## src/rtl/tt_um_jleugeri_ttt_token_buffer.sv

```systemverilog
// Per-processor good/bad token accumulator with saturating adds and an in-order drain stream.
// Each entry is cleared as it is drained so the buffer is empty again for the next input stage.
module tt_um_jleugeri_ttt_token_buffer #(
   parameter int NUM_PROCESSORS  = 16,
   parameter int NEW_TOKENS_BITS = 8,
   parameter int ADDR_BITS       = $clog2(NUM_PROCESSORS)
) (
   input  logic                       clock_fast,
   input  logic                       reset,
   input  logic                       clear_i,
   input  logic                       acc_valid_i,
   output logic                       acc_ready_o,
   input  logic [ADDR_BITS-1:0]       acc_addr_i,
   input  logic [NEW_TOKENS_BITS-1:0] acc_good_i,
   input  logic [NEW_TOKENS_BITS-1:0] acc_bad_i,
   input  logic                       drain_start_i,
   output logic                       out_valid_o,
   input  logic                       out_ready_i,
   output logic [ADDR_BITS-1:0]       out_addr_o,
   output logic [NEW_TOKENS_BITS-1:0] out_good_o,
   output logic [NEW_TOKENS_BITS-1:0] out_bad_o,
   output logic                       out_last_o,
   output logic                       done_o,
   output logic                       sat_o
);

   localparam int B = NEW_TOKENS_BITS;
   localparam logic [ADDR_BITS-1:0] LAST_IDX = ADDR_BITS'(NUM_PROCESSORS - 1);

   typedef enum logic {IDLE, DRAIN} state_t;

   state_t               state_q, state_d;
   logic [ADDR_BITS-1:0] idx_q, idx_d;
   logic [B-1:0]         good_q [NUM_PROCESSORS];
   logic [B-1:0]         good_d [NUM_PROCESSORS];
   logic [B-1:0]         bad_q  [NUM_PROCESSORS];
   logic [B-1:0]         bad_d  [NUM_PROCESSORS];
   logic                 sat_q, sat_d;
   logic                 done_q, done_d;
   logic [B:0]           g_sum, b_sum;

   // Returns {clamped, result}; overflow shows up as the two top bits of the widened sum differing.
   function automatic logic [B:0] sat_add(input logic [B-1:0] a, input logic [B-1:0] b);
      logic [B:0] sum;
      sum = {a[B-1], a} + {b[B-1], b};
      if (sum[B] != sum[B-1]) begin
         return {1'b1, sum[B], {(B-1){~sum[B]}}};
      end
      return {1'b0, sum[B-1:0]};
   endfunction

   always_comb begin
      state_d = state_q;
      idx_d   = idx_q;
      sat_d   = sat_q;
      done_d  = 1'b0;
      good_d  = good_q;
      bad_d   = bad_q;
      g_sum   = '0;
      b_sum   = '0;
      case (state_q)
         IDLE: begin
            if (clear_i) begin
               for (int i = 0; i < NUM_PROCESSORS; i++) begin
                  good_d[i] = '0;
                  bad_d[i]  = '0;
               end
               sat_d = 1'b0;
            end
            // Accumulate on top of the (possibly just cleared) entry; out-of-range addresses match nothing.
            if (acc_valid_i) begin
               for (int i = 0; i < NUM_PROCESSORS; i++) begin
                  if (acc_addr_i == ADDR_BITS'(i)) begin
                     g_sum     = sat_add(good_d[i], acc_good_i);
                     b_sum     = sat_add(bad_d[i], acc_bad_i);
                     good_d[i] = g_sum[B-1:0];
                     bad_d[i]  = b_sum[B-1:0];
                     sat_d     = sat_d | g_sum[B] | b_sum[B];
                  end
               end
            end
            if (drain_start_i) begin
               state_d = DRAIN;
               idx_d   = '0;
            end
         end
         DRAIN: begin
            if (clear_i) begin
               for (int i = 0; i < NUM_PROCESSORS; i++) begin
                  good_d[i] = '0;
                  bad_d[i]  = '0;
               end
               sat_d   = 1'b0;
               state_d = IDLE;
               idx_d   = '0;
            end else if (out_ready_i) begin
               for (int i = 0; i < NUM_PROCESSORS; i++) begin
                  if (idx_q == ADDR_BITS'(i)) begin
                     good_d[i] = '0;
                     bad_d[i]  = '0;
                  end
               end
               if (idx_q == LAST_IDX) begin
                  state_d = IDLE;
                  idx_d   = '0;
                  done_d  = 1'b1;
               end else begin
                  idx_d = idx_q + 1'b1;
               end
            end
         end
         default: state_d = IDLE;
      endcase
   end

   always_ff @(posedge clock_fast) begin
      if (reset) begin
         state_q <= IDLE;
         idx_q   <= '0;
         sat_q   <= 1'b0;
         done_q  <= 1'b0;
         for (int i = 0; i < NUM_PROCESSORS; i++) begin
            good_q[i] <= '0;
            bad_q[i]  <= '0;
         end
      end else begin
         state_q <= state_d;
         idx_q   <= idx_d;
         sat_q   <= sat_d;
         done_q  <= done_d;
         good_q  <= good_d;
         bad_q   <= bad_d;
      end
   end

   // Output stream is a pure decode of registered state, forced to zero outside DRAIN.
   always_comb begin
      out_valid_o = 1'b0;
      out_addr_o  = '0;
      out_good_o  = '0;
      out_bad_o   = '0;
      out_last_o  = 1'b0;
      if (state_q == DRAIN) begin
         out_valid_o = 1'b1;
         out_addr_o  = idx_q;
         out_last_o  = (idx_q == LAST_IDX);
         for (int i = 0; i < NUM_PROCESSORS; i++) begin
            if (idx_q == ADDR_BITS'(i)) begin
               out_good_o = good_q[i];
               out_bad_o  = bad_q[i];
            end
         end
      end
   end

   assign acc_ready_o = (state_q == IDLE);
   assign done_o      = done_q;
   assign sat_o       = sat_q;

endmodule

```

## config.mk

```make
export PLATFORM = sky130hd
export DESIGN_NAME = tt_um_jleugeri_ttt_token_buffer
export DESIGN_NICKNAME = d
export VERILOG_FILES = /design/src/rtl/tt_um_jleugeri_ttt_token_buffer.sv
export SDC_FILE = /design/constraint.sdc
export NUM_CORES = 2
export LEC_CHECK = 0
export CAP_MARGIN = 20
export CORE_ASPECT_RATIO = 0.5
export CORE_UTILIZATION = 50
export CTS_BUF_LIST = sky130_fd_sc_hd__clkbuf_4 sky130_fd_sc_hd__clkbuf_8
export DETAILED_ROUTE_END_ITERATION = 7
export DONT_BUFFER_PORTS = 1
export PLACE_DENSITY_LB_ADDON = 0.12
export SYNTH_ARGS = -nofsm -noshare
export SYNTH_HDL_FRONTEND = slang
export SYNTH_SLANG_ARGS = --single-unit
```

## constraint.sdc

```tcl
create_clock -name clock_fast -period 5.1 [get_ports clock_fast]
set_clock_uncertainty 0.1 [all_clocks]
set_input_delay 1.02 -clock clock_fast [delete_from_list [all_inputs] [get_ports clock_fast]]
set_output_delay 1.02 -clock clock_fast [all_outputs]
set_load 0.05 [all_outputs]
```

# Word level (Yosys, flattened, before mapping)
# Index checks and enable logic that the tools add are counted.
[word_totals]
register_bits = 263
word_cells = 679
[classes]
n_addsub = 33
eq_ne = 80
n_mux = 444
n_bitwise = 66
n_reduce_logical = 20
[ops]
columns = ["operator", "count"]
rows = [
  ["$mux W9", 160],
  ["$mux W128", 8],
  ["$mux W8", 82],
  ["$pmux W128 S2", 2],
  ["$add A8 B8 Y9", 32],
  ["$mux W1", 184],
  ["$eq A4 B4 Y1 const B", 16],
  ["$ne A3 B2 Y1 const B", 16],
  ["$not A1 Y1", 34],
  ["$reduce_and A2 Y1", 17],
  ["$eq A4 B3 Y1 const B", 8],
  ["$ne A1 B1 Y1", 32],
  ["$or A1 B1 Y1", 32],
  ["$mux W4", 5],
  ["$eq A4 B2 Y1 const B", 4],
  ["$eq A4 B1 Y1 const B", 2],
  ["$logic_not A4 Y1", 2],
  ["$pmux W4 S2", 1],
  ["$add A4 B1 Y4 const B", 1],
  ["$pmux W1 S2", 2],
  ["$reduce_or A4 Y1", 1],
  ["$ne A3 B3 Y1 const B", 1],
  ["$ne A2 B1 Y1 const B", 1],
]

# Depth between registers and ports, before layout
[logic_depth]
ltp_word = 92
mapped_depth = 23

# Least setup slack after synthesis
# OpenSTA, ideal clock, no wires.
[synth_path]
path_kind = "input -> register"
start = "input port clear_i"
end = "register sat_q, in the netlist sat_o"
arrival_time_ns = 5.224
slack_ns = -0.351
cell_stages = 20
path_cell_list = "buf_4 -> clkbuf_1 -> clkbuf_1 -> clkbuf_1 -> clkbuf_1 -> nor2b_1 -> ha_1 -> fa_1 -> a21o_1 -> a21o_1 -> a21o_1 -> a21oi_1 -> nor2b_1 -> o21ai_0 -> ha_1 -> o311ai_0 -> a21oi_1 -> o31a_1 -> a311oi_2 -> a31oi_1"
[synth_via]
elab_chain_len = 92
elab_cells_between_ends = 406
cone_classes = "add/sub (32); eq/ne (32); mux (310); bitwise (32)"
[synth_lines]
columns = ["element", "line_no", "text"]
rows = [
  ["start, declared", "10", "input logic clear_i,"],
  ["$mux W128", "63", "if (clear_i) begin"],
  ["$mux W128", "61", "case (state_q)"],
  ["$add A8 B8 Y9", "45", "sum = {a[B-1], a} + {b[B-1], b};"],
  ["$ne A1 B1 Y1", "46", "if (sum[B] != sum[B-1]) begin"],
  ["$mux W1", "46", ""],
  ["$mux W1", "73", "if (acc_addr_i == ADDR_BITS'(i)) begin"],
  ["$mux W1", "71", "if (acc_valid_i) begin"],
  ["$mux W1", "61", ""],
  ["[74 not listed]", "n/a", ""],
  ["$or A1 B1 Y1 (2 in series)", "78", "sat_d = sat_d | g_sum[B] | b_sum[B];"],
  ["$mux W1", "73", ""],
  ["$mux W1", "71", ""],
  ["$mux W1", "61", ""],
  ["$or A1 B1 Y1 (2 in series)", "78", ""],
  ["$mux W1", "73", ""],
  ["$mux W1", "71", ""],
  ["$pmux W1 S2 *", "61", ""],
  ["end signal, assigned", "129", "sat_q <= sat_d;"],
  ["end, declared", "38", "logic sat_q, sat_d;"],
]
# Every way passes the cells marked *; elsewhere a longest branch is shown, timed or not. The select of a mux whose other input is x is not followed.
# A chain may end at the register's enable or synchronous reset.

# Worst setup path after layout
[layout_path]
start = "register idx_q[0]"
end = "output port out_good_o[0]"
[layout_via]
elab_chain_len = 18
elab_cells_between_ends = 33
cone_classes = "eq/ne (15); mux (17); reduce/logical (1)"
[layout_lines]
columns = ["element", "line_no", "text"]
rows = [
  ["start, declared", "33", "logic [ADDR_BITS-1:0] idx_q, idx_d;"],
  ["start signal, assigned", "128", "idx_q <= idx_d;"],
  ["$logic_not A4 Y1", "148", "if (idx_q == ADDR_BITS'(i)) begin"],
  ["$mux W8 (15 in series)", "148", ""],
  ["$mux W8 *", "148", ""],
  ["$mux W8 *", "143", "if (state_q == DRAIN) begin"],
  ["end, declared", "20", "output logic [NEW_TOKENS_BITS-1:0] out_good_o,"],
]
# Every way passes the cells marked *; elsewhere a longest branch is shown, timed or not.

==> results_tabular.tex <==
\begin{tabular}{lr}
\hline
Metric & Value \\
\hline
\multicolumn{2}{l}{\textbf{Status}} \\
Status & complete, no violations \\
\multicolumn{2}{l}{\textbf{CTS}} \\
\# H-tree levels & 2 \\
Clock latency on the worst-skew pair & 670 ps \\
Reg clk slew, reported paths & 70 ps \\
TritonCTS buffer count & 45 \\
Clock Tree Root & sky130\_fd\_sc\_hd\_\_clkbuf\_8 \\
TritonCTS clock tree & built \\
Clock Path Buffers & 3 \\
Count of clock tree sinks & 263 \\
\multicolumn{2}{l}{\textbf{Synthesis}} \\
Warning count from the yosys run & 0 \\
Number of flops mapped to enable cells by yosys & 0 \\
Main synth FF type & sky130\_fd\_sc\_hd\_\_dfxtp\_1 \\
Parity-gate share of the synthesized area counting xor and xnor cells & between 6 and 7\% \\
Combinational family with the most area after synthesis & compound AO/OA/AOI/OAI gates \\
Netlist area before placement & 24300 um\^{}2 \\
Area fraction in and, or, nand and nor cells after synthesis & 18.6\% \\
Proportion of synthesized chip area in sequential cells & 21.7\% \\
Multiplexer share of the synthesized area & 0.263\% \\
Synthesized net count & 3241 \\
Synthesis-stage register bit count & approximately 260 \\
Share of the synthesized area in compound gates (AO/OA/AOI/OAI) & between 20\% and 30\% \\
Async set-reset flop share out of synthesis & 0\% \\
Count of unique library cells instantiated by Yosys & 92 \\
Number of standard cells after synthesis & approximately 2.9k \\
Synthesized area per cell & between 8 and 9 um\^{}2 \\
Synth Area in Adders & 19.2\% \\
\multicolumn{2}{l}{\textbf{Floorplanning}} \\
Initial cell density of the core & just over 50\% \\
Die height & 158 um \\
\# rows & 56 \\
Die ar. & just under 50000 um\^{}2 \\
Top-Level Pins & 51 \\
Horizontal die dimension & 314 um \\
Core Region & 47400 um\^{}2 \\
\multicolumn{2}{l}{\textbf{STA}} \\
Setup repair after global routing missed its margin & no \\
Final slew viol count & 0 \\
Slew at the pin with the worst max-slew slack & around 1200 ps \\
Final hold vios & 0 \\
Setup Viol. Count Final & 0 \\
Accumulated negative setup slack & 0 ps \\
Slew Limit Headroom & 21.2\% \\
Final min period & 4970 ps \\
Crit share post-route & between 90\% and 100\% \\
Peak Freq & 201 MHz \\
\multicolumn{2}{l}{\textbf{Global route}} \\
Via count of the first global-routing pass & around 21k \\
Grt total ovfl & 0 \\
GRT Overall Usage & about 33\% \\
Global-route wire length before repair & 127000 um \\
Initial antenna violation count & 0 \\
Largest net degree at the start of global routing & about 270 \\
\multicolumn{2}{l}{\textbf{Finish}} \\
Util after Layout & a little under three fifths \\
Fraction of layout cells with a size suffix above 1 & around 8\% \\
Total of fill cells in the finished design & 4496 \\
Layout overhead on the synthesized area & 8.14\% \\
Ant diodes & 0 \\
Number of nets at the end of the flow & 3221 \\
Highest-count cells in the layout ignoring fill and taps & sky130\_fd\_sc\_hd\_\_ha\_1 (314), sky130\_fd\_sc\_hd\_\_a21oi\_1 (269), sky130\_fd\_sc\_hd\_\_nor2b\_1 (269) \\
Most common library cell in the layout ignoring fill and taps & sky130\_fd\_sc\_hd\_\_ha\_1 \\
\multicolumn{2}{l}{\textbf{Power and ir drop}} \\
Peak supply drop & $\sim$0.00017 V \\
Power per cell area & just under 200 nW/um\^{}2 \\
Static leakage & 11.9 nW \\
\multicolumn{2}{l}{\textbf{Routing}} \\
Number of DRC markers in iteration 0 & $\sim$2.8k \\
Drt pass-1 iters & 6 \\
Count of unresolved DRC violations after routing & 0 \\
Drt via density & 6.51 \\
Routed wire length & 84400 um \\
Number of nets with antenna violations after routing & 0 \\
Routed wire length per instance & 24.0 um \\
Via count & $\sim$23k \\
\multicolumn{2}{l}{\textbf{Setup path}} \\
Data arrival, critical path & 3850 ps \\
First element of the critical path & idx\_q[0] \\
FF-to-FF Start & good\_q[80] \\
Maximum net fanout on the critical path & 26 \\
Worst EP required & 3980 ps \\
Delay of the slowest critical-path stage & 570 ps \\
Sort of element at the end of the critical path & output port \\
Ordered cell list for the critical path & inv\_1 -> ha\_4 -> nand2\_1 -> nor2\_1 -> a21oi\_1 -> o21ai\_0 -> mux4\_2 -> a221oi\_1 -> o31ai\_2 -> buf\_4 \\
Cell with the biggest individual delay on the critical path & sky130\_fd\_sc\_hd\_\_mux4\_2 \\
CP startpoint kind & register \\
Type of the worst setup path & register to output port \\
\multicolumn{2}{l}{\textbf{Run}} \\
Max-cap violations & 0 \\
\multicolumn{2}{l}{\textbf{Hold path}} \\
Type of the tightest min-delay check & input pin to register \\
Worst min-delay path startpoint & reset \\
\multicolumn{2}{l}{\textbf{Placed design}} \\
Final estimated routing congestion in global placement & 0.954 \\
Port bufs & 0 \\
DPL Wire Length & 57900 um \\
\hline
\end{tabular}
-- state kept, by name, indices dropped and copies added (netlist names) --
| name | cells |
|---|---|
| bad_q | 128 |
| good_q | 128 |
| idx_q | 4 |
| done_o | 1 |
| sat_o | 1 |
| state_q | 1 |
-- area by class of cell --
cell class / count / area (um^2) / area share (%)
clock buffer: 66 / 852 / 3.25
timing repair buffer: 67 / 528 / 2.01
sequential: 263 / 5270 / 20.1
multi-input combinational: 2374 / 18200 / 69.5
tap: 638 / 798 / 3.04
clock inverter: 15 / 191 / 0.730
inverter: 95 / 357 / 1.36
-- cells by family after synthesis --
| group | count (synthesis) |
|---|---|
| adders and majority gates | 354 |
| xor gates and xnor gates | 188 |
| DFF | 263 |
| muxes | 5 |
| and+or+nand+nor | 854 |
| AOI/OAI and AO/OA | 973 |
| buffers and inverters | 229 |
-- stage by stage --
step                      cell area, um^2  setup WS [ps]  total power, mW  cells  hold slack (ps)
final                               26200            133             5.12   3518              330
after global routing                26200            112             5.28   3518              318
after CTS                           26200           54.4             5.10   3514              313
after detailed placement            25100            265             2.79   3433              368
after global placement              25100            332             2.77   3433              373
after floorplan                     24300           11.4             2.66   2866              338
-- metal layers --
metal  global-route usage (%)  vias to the layer above  part of all wire (%)
met5                        0                        -                     0
met4                     10.4                        0                   3.0
met3                     6.44                      144                   9.4
met2                     48.9                      934                    41
met1                     49.1                    11200                    47
li1                         -                    10700                     -
-- critical path: cells and delay by family, from the launching register on --
kind,cells,cell delay [ps]
muxes,1,570
AOI/OAI and AO/OA,4,1220
adders and majority gates,1,320
and+or+nand+nor,2,160
buffers and inverters,2,420
DFF,1,470
-- synth_stat cells, drive strengths merged (67+ instances only) --
cell type	n	area share (%)
a21oi	272	5.7
xnor2	95	3.4
ha	317	16
a221o	206	8.5
nand2	187	2.9
o21ai	102	2.2
nor2	138	2.1
nor3	67	1.4
a21o	112	3.5
xor2	93	3.4
clkbuf	88	1.4
nor2b	271	7.0
dfxtp	263	22
inv	92	1.4
-- timing repair --
item | 4_1_cts | 5_1_grt
hold buffers | 0 | 0
buffers inserted | 0 | 0
setup endpoints to repair | 0 | 7
resized for setup | 0 | 2
-- worst paths after layout --
path	endpoint	cells after the start	slack, ps
setup / recovery	out_good_o[0]	10	130
setup reg to reg	sat_o	16	720
hold reg to reg	bad_q[123]	2	390
hold / removal	good_q[23]	1	330
-- where the power goes --
group          leakage (nW)  internal (mW)  switching [mW]
clock network         0.538           1.28            1.08
registers              2.12           2.07          0.0318
logic                  9.21          0.252           0.402
total                  11.9           3.61            1.51
Power figures use the tool's default switching activity.
